<file path="src/rtl/intr_sig_recv_pkg.sv">
// Shared types for the interrupt-signal receiver: trigger qualification modes,
// the handshake FSM state type and the elaboration error text.
package intr_sig_recv_pkg;

  typedef enum logic [1:0] {
    INTR_EDGE_TRIG  = 2'd0,
    INTR_PULSE_TRIG = 2'd1,
    INTR_LEVEL_TRIG = 2'd2
  } intr_trigger_type;

  typedef enum logic [1:0] {
    ST_IDLE = 2'd0,
    ST_REQ  = 2'd1,
    ST_WAIT = 2'd2
  } intr_recv_state_t;

  localparam string ErrorIntr = "ErrorIntr: unsupported INTR_TRIG value";

endpackage

</file>
<file path="src/rtl/intr_src_detect.sv">
// Per-source front end: registers the line, qualifies it per trigger mode and
// holds the pending and sticky short-pulse error bits.
module intr_src_detect
  import intr_sig_recv_pkg::*;
#(
  parameter intr_trigger_type TRIG      = INTR_PULSE_TRIG,
  parameter int unsigned      MIN_PULSE = 10
) (
  input  logic clk_i,
  input  logic rst_i,
  input  logic sig_i,
  input  logic clr_i,
  input  logic err_clr_i,
  output logic pending_o,
  output logic err_o
);

  localparam int unsigned     CW       = $clog2(MIN_PULSE + 1);
  localparam logic [CW-1:0]   CNT_MAX  = CW'(MIN_PULSE);
  localparam logic [CW-1:0]   CNT_QUAL = CW'(MIN_PULSE - 1);

  logic          sig_q;
  logic          pend_q, pend_d;
  logic          err_q, err_d;
  logic [CW-1:0] cnt_q, cnt_d;
  logic          rise, fall, set, short_pulse;

  always_comb begin
    rise        = sig_i & ~sig_q;
    fall        = ~sig_i & sig_q;
    cnt_d       = '0;
    set         = 1'b0;
    short_pulse = 1'b0;
    if (TRIG == INTR_PULSE_TRIG) begin
      if (sig_i) cnt_d = (cnt_q == CNT_MAX) ? cnt_q : cnt_q + 1'b1;
      set = sig_i && (cnt_q == CNT_QUAL);
      // cnt saturates at MIN_PULSE, so anything below it at the fall was too short
      short_pulse = fall && (cnt_q != CNT_MAX);
    end else if (TRIG == INTR_EDGE_TRIG) begin
      set = rise;
    end
    pend_d = set | (pend_q & ~clr_i);
    err_d  = short_pulse | (err_q & ~err_clr_i);
  end

  always_ff @(posedge clk_i) begin
    if (rst_i) begin
      sig_q  <= 1'b0;
      pend_q <= 1'b0;
      err_q  <= 1'b0;
      cnt_q  <= '0;
    end else begin
      sig_q  <= sig_i;
      pend_q <= pend_d;
      err_q  <= err_d;
      cnt_q  <= cnt_d;
    end
  end

  assign pending_o = (TRIG == INTR_LEVEL_TRIG) ? sig_q : pend_q;
  assign err_o     = err_q;

endmodule

</file>
<file path="src/rtl/intr_sig_recv.sv">
// Interrupt receiver top: per-source detection, lowest-index priority encoder
// and the req/ack handshake toward the CPU side.
module intr_sig_recv
  import intr_sig_recv_pkg::*;
#(
  parameter  int unsigned      N_SRC     = 8,
  parameter  intr_trigger_type INTR_TRIG = INTR_PULSE_TRIG,
  parameter  int unsigned      MIN_PULSE = 10,
  localparam int unsigned      ID_BW     = (N_SRC > 1) ? $clog2(N_SRC) : 1
) (
  input  logic             i_clk,
  input  logic             i_rst,
  input  logic [N_SRC-1:0] i_intr_sig,
  input  logic [N_SRC-1:0] i_mask,
  output logic             o_irq,
  output logic [ID_BW-1:0] o_irq_id,
  input  logic             i_ack,
  output logic [N_SRC-1:0] o_pending,
  output logic [N_SRC-1:0] o_err_short,
  input  logic             i_err_clr
);

  if (INTR_TRIG != INTR_EDGE_TRIG && INTR_TRIG != INTR_PULSE_TRIG &&
      INTR_TRIG != INTR_LEVEL_TRIG) begin : g_bad_trig
    $error(ErrorIntr);
  end

  logic [N_SRC-1:0] pend, clr, cand;
  logic [ID_BW-1:0] winner, id_q, id_d;
  logic             found, id_line, irq_q, irq_d;
  intr_recv_state_t state_q, state_d;

  for (genvar g = 0; g < N_SRC; g++) begin : g_src
    intr_src_detect #(
      .TRIG      (INTR_TRIG),
      .MIN_PULSE (MIN_PULSE)
    ) u_det (
      .clk_i     (i_clk),
      .rst_i     (i_rst),
      .sig_i     (i_intr_sig[g]),
      .clr_i     (clr[g]),
      .err_clr_i (i_err_clr),
      .pending_o (pend[g]),
      .err_o     (o_err_short[g])
    );
  end

  always_comb begin
    cand    = pend & ~i_mask;
    winner  = '0;
    found   = 1'b0;
    id_line = 1'b0;
    clr     = '0;
    for (int unsigned i = 0; i < N_SRC; i++) begin
      if (cand[i] && !found) begin
        winner = ID_BW'(i);
        found  = 1'b1;
      end
      if (id_q == ID_BW'(i)) id_line = pend[i];
    end

    state_d = state_q;
    irq_d   = irq_q;
    id_d    = id_q;
    case (state_q)
      ST_IDLE: begin
        if (found) begin
          state_d = ST_REQ;
          irq_d   = 1'b1;
          id_d    = winner;
        end
      end
      ST_REQ: begin
        if (i_ack) begin
          irq_d = 1'b0;
          if (INTR_TRIG == INTR_LEVEL_TRIG) begin
            state_d = ST_WAIT;
          end else begin
            state_d = ST_IDLE;
            for (int unsigned i = 0; i < N_SRC; i++) clr[i] = (id_q == ID_BW'(i));
          end
        end
      end
      // level pending mirrors the registered line, so this waits for it to drop
      ST_WAIT: if (!id_line) state_d = ST_IDLE;
      default: state_d = ST_IDLE;
    endcase
  end

  always_ff @(posedge i_clk) begin
    if (i_rst) begin
      state_q <= ST_IDLE;
      irq_q   <= 1'b0;
      id_q    <= '0;
    end else begin
      state_q <= state_d;
      irq_q   <= irq_d;
      id_q    <= id_d;
    end
  end

  assign o_irq     = irq_q;
  assign o_irq_id  = id_q;
  assign o_pending = pend;

endmodule

</file>
<file path="config.mk">
export PLATFORM = sky130hd
export DESIGN_NAME = intr_sig_recv
export DESIGN_NICKNAME = d
export VERILOG_FILES = /design/src/rtl/intr_sig_recv_pkg.sv /design/src/rtl/intr_src_detect.sv /design/src/rtl/intr_sig_recv.sv
export SDC_FILE = /design/constraint.sdc
export NUM_CORES = 1
export LEC_CHECK = 0
export ABC_AREA = 0
export CORE_MARGIN = 2
export CORE_UTILIZATION = 58
export DETAILED_ROUTE_END_ITERATION = 7
export HOLD_SLACK_MARGIN = 0.03
export PLACE_DENSITY = 0.8
export SYNTH_ARGS = -nofsm -noshare
export SYNTH_HDL_FRONTEND = slang
export SYNTH_SLANG_ARGS = --single-unit
</file>
<file path="constraint.sdc">
create_clock -name i_clk -period 2.3 [get_ports i_clk]
set_input_delay 0.46 -clock i_clk [delete_from_list [all_inputs] [get_ports i_clk]]
set_output_delay 0.46 -clock i_clk [all_outputs]
set_load 0.1 [all_outputs]
</file>
---- Word-level counts from Yosys, hierarchy flattened ----
Cells that the tools add are included.
storage, ports and cells
  register bits ........................... 62
  output and inout bits ................... 20
  word-level logic and storage cells ...... 214
cells by class
  add/subtract/negate cells ............... 8
  equality and inequality tests ........... 36
  multiplexer cells ....................... 32
  bitwise gates (word level) .............. 59
  reduce and logical (&&, ||, !) cells .... 44
operators by type and width
  operator                                        number
  == test 4 bit (second input constant)           16
  adder 4 x 1 -> 4 bit (second input constant)    8
  != test 4 bit (second input constant)           8
  bitwise AND 1 bit                               24
  logical AND 1 bit                               23
  2-to-1 mux 1 bit                                19
  2-to-1 mux 3 bit                                6
  NOT 1 bit                                       17
  2-to-1 mux 8 bit                                2
  bitwise OR 1 bit                                16
  OR reduction 2 bit                              8
  == test 3 bit (second input constant)           4
  bitwise AND 8 bit                               1
  NOT 8 bit                                       1
  logical NOT 1 bit                               7
  == test 3 x 2 -> 1 bit (second input constant)  2
  2-to-1 mux 2 bit                                3
  != test 2 bit (second input constant)           3
  case mux 2 bit (3 select lines)                 1
  AND reduction 3 bit                             2
  == test 3 x 1 -> 1 bit (second input constant)  1
  logical NOT 3 bit                               1
  == test 2 x 1 -> 1 bit (second input constant)  1
  == test 2 bit (second input constant)           1
  4 further kinds                                 4

---- Longest topological paths before layout ----
  word-level depth ........................ 26
  gate-level depth with buffers ........... 7
  gate-level depth less buffers ........... 5

---- Cells and area by module ----
Synthesis repeated with hierarchy kept, for this count alone.
unflattened totals
  cell total of the unflattened synthesis .. 301
  area total of the unflattened synthesis .. 3100.5 um^2
by module, submodules not included
  module           times used  cells each  area an instance (um^2)  sequential area each (um^2)
  intr_src_detect  8           32          342.8                    140.1
  intr_sig_recv    1           45          357.8                    80.1

---- Worst setup path after synthesis ----
No wires, ideal clock.
  kind .................................... reg-to-reg
  start point ............................. reg o_irq (netlist name)
  end point ............................... reg g_src[3].u_det.pend_q
  library setup time ...................... 0.116 ns
  arrival ................................. 1.648 ns
  required time ........................... 2.184 ns
  path slack .............................. 0.536 ns
  stages on the path, launching flop included .. 4
  clock period less this slack ............ 1.764 ns
  cells stage by stage .................... dfxtp_1 nand3_2 o211a_1 a31o_1
RTL lines
  element                 RTL line               RTL
  end signal: assignment  intr_src_detect.sv:54  pend_q <= pend_d;
  end: declaration        intr_src_detect.sv:23  logic pend_q, pend_d;

---- Worst setup path in the final report ----
  start point ............................. reg id_q[1] (netlist: o_irq_id[1])
  end point ............................... out o_irq_id[1]
RTL lines
  element                   RTL line             RTL
  start: declaration        intr_sig_recv.sv:29  logic [ID_BW-1:0] winner, id_q, id_d;
  start signal: assignment  intr_sig_recv.sv:98  id_q <= id_d;
  end: declaration          intr_sig_recv.sv:16  output logic [ID_BW-1:0] o_irq_id,
No word-level cell between the ends.

==> out/results.txt <==
Outcome -> complete, no violations
Dpl cell area -> 3080 um2
Number of diodes added for antenna fixing -> 0
Library cell occupying the most area in the post-synthesis netlist -> dfxtp_1
Number of pins with negative max-slew slack in the final report -> 0
Max_slew headroom -> 0.746
Type of the worst min-delay path -> reg -> reg
Post-layout net count -> 380
Vias per inst -> 5.28
Average wire per cell in the routed design -> 13.1 um
Global-route met3 utilization -> 0.0412
CTS tree -> built
DRC violations left -> 0
Worst Setup Start Kind -> flop
Top cell type's share of synthesized area -> 0.428
Summed negative setup slack over all endpoints -> 0 ns
Antenna violations before repair -> 0
Final Hold Violating Endpoints -> 0
Cell row count -> 25
Dominant cells by area after synthesis -> dfxtp_1, ha_1, xor2_1
Data required time of the worst path -> 1.84 ns
Drt first-iter violations -> 63
Highest Clock Rate -> 609 MHz
Number of standard cells in the layout, taps in and fillers out -> 393
Number of detailed-routing iterations run before antenna repair -> 4
Cts hold-fix bufs -> 0
Combined global-route utilization of all metal layers -> 0.204
Number of global-route vias before repair -> 1835
Nature of the critical path endpoint -> output port
Max FO, Critical Path -> 8
Die Y -> 73.6 um
Number of vias in the routed layout -> 2076
Root Buffer Master -> clkbuf_8
Maximum number of pins on one net before global-route repair -> 18
Gp weighted congestion -> 0.832
Global-route congestion overflow total -> 0
Number of filler instances in the final layout -> 387
Setup repair after global routing missed its margin -> no
Floorplan Core Area -> 4690 um2
Setup Slack @ Placement -> 0.527 ns
Post-route standard cell area excluding fillers -> 3260 um2
Wire length of the first global-routing pass -> 8170 um
Final ANT Viol Nets -> 0
Total power per unit cell area -> 644 nW/um2
Synth Instances -> 304
Clock latency of the later-clocked register in the worst-skew pair -> 0.33 ns
IR Drop Worst-Case VDD -> 0.000395 V
Worst-case clock skew -> 0.00602 ns
Critical path depth -> 1
Finished Core Util -> 0.694
Distinct cell type count after synthesis -> 36
Layout cell share with drive strength beyond 1 -> 0.153
Cell family contributing the most delay on the critical path -> flip-flops
Most frequent standard cell in the layout excluding fill and tap cells -> dfxtp_1
Postcts setup bufs -> 0
Max Root-Sink Buffers -> 2
Max-cap violations -> 0
Slowest Stage Delay on Critical Path -> 0.50 ns
Synthesis-to-layout area growth -> 16.0%
Met1 usage in global routing -> 0.257
Highest-count cells in the layout ignoring fill and taps -> dfxtp_1, nor2_1, ha_1, inv_1, buf_4
Met2 usage in global routing -> 0.323
Total Wirelength -> 5140 um
Part of the cycle the worst path needs -> 0.713
Chip width -> 73.6 um
Leakage power -> 1.45 nW
Syn avg cell area -> 9.24 um2
Worst r2r path cells -> 3
Setup violation total in the final timing report -> 0
Total buffers and inverters traversed by the critical path -> 1
Top-Level Pins -> 40
Post-Synthesis Cell Area -> 2810 um2
EDFF count, synth -> 0
Minimum clock period -> 1.64 ns
Worst-path cell chain -> buf_4
CTS clk-pin slew, worst paths -> 0.06 ns
Number of placed cells counting well taps -> 379
Post-synth ARST share -> 0
Number of port buffers -> 39
Fraction of the yosys area taken by sequential cells -> 0.428
Category of the most critical setup path -> reg -> out
H-tree levels -> 3
Actual transition at the worst max-transition pin -> 0.379 ns
GRT busiest layer -> met2
Most instantiated flip-flop cell in the synthesis netlist -> dfxtp_1
Effective utilization at floorplan -> 0.598
Number of stages on the worst hold path -> 2
Yosys synthesis warning count -> 0
Total of cells resized after clock tree synthesis -> 0
Cell at the slowest stage of the critical path -> dfxtp_1
Minimum setup slack in the final design -> 0.659 ns
DP HPWL -> 3660 um
Clock sink total -> 60
Worst path arrival time -> 1.18 ns
Die footprint -> 5410 um2
Number of register bits inferred by synthesis -> 60
Total CTS buffers -> 9
Syn_nets -> 348
where the power goes:
part           internal (mW)  leakage (nW)  switching, mW
clock                  0.463        0.0941          0.377
combinational         0.0703         0.869         0.0953
sequential              1.07         0.489         0.0247
total                   1.60          1.45          0.497
through the flow:
step | hold WS, ns | total power, mW
after global routing | 0.478 | 2.18
after detailed placement | 0.460 | 1.28
final | 0.463 | 2.10
after floorplan | 0.444 | 1.22
after CTS | 0.471 | 2.12
after global placement | 0.450 | 1.28
path summary, 6_finish.rpt:
check                  startpoint                  endpoint  slack [ns]
max                   o_irq_id[1]               o_irq_id[1]        0.66
min          g_src[7].u_det.sig_q      g_src[7].u_det.err_o        0.46
max reg2reg                 o_irq  g_src[5].u_det.pending_o        1.09
min reg2reg  g_src[7].u_det.sig_q      g_src[7].u_det.err_o        0.46
cell type report:
class	count	area, um2	share of cell area
clock buffers	12	165	0.0507
clock inverters	2	10.0	0.00307
inverters	31	116	0.0357
multi-input cells	194	1350	0.414
flip-flops and latches	60	1200	0.369
well taps	54	67.6	0.0208
repair buffers	40	348	0.107
state kept, by name, indices dropped and copies added, names as in the netlist:
| register | flops |
|---|---|
| g_src.u_det.pending_o | 8 |
| g_src.u_det.err_o | 8 |
| g_src.u_det.sig_q | 8 |
| g_src.u_det.cnt_q | 32 |
| o_irq_id | 3 |
| o_irq | 1 |
cell families (layout without fill, tap and decap cells):
family | Yosys count | count (layout) | synth area share
simple gates | 104 | 104 | 0.200
fa+ha+maj | 24 | 24 | 0.107
buf+inv | 50 | 85 | 0.0922
xor+xnor | 24 | 24 | 0.0749
compound gates | 42 | 42 | 0.0985
flops | 60 | 60 | 0.428
layer usage:
layer	vias up	wire (um)	share of wire
li1	1050	-	-
met1	968	2400	0.47
met2	47	2430	0.47
met3	11	189	0.037
met4	0	119	0.023
met5	-	0	0
synthesized netlist by cell type (2+ instances only):
cell type   n
nor3_1      2
dfxtp_1    60
xnor2_1     8
inv_2       8
a211oi_1   10
and3_1      8
a21oi_1    15
nand2b_1   14
o211a_1     2
buf_4      17
nor2_1     24
o31ai_1     3
nand2_1    12
o21ai_1     2
nand2_2     7
xor2_1     16
nor2b_1     9
nand3_1    16
nand3b_1    8
ha_1       24
inv_1      22
o21ai_0     3
(Power assumes the default switching activity.)
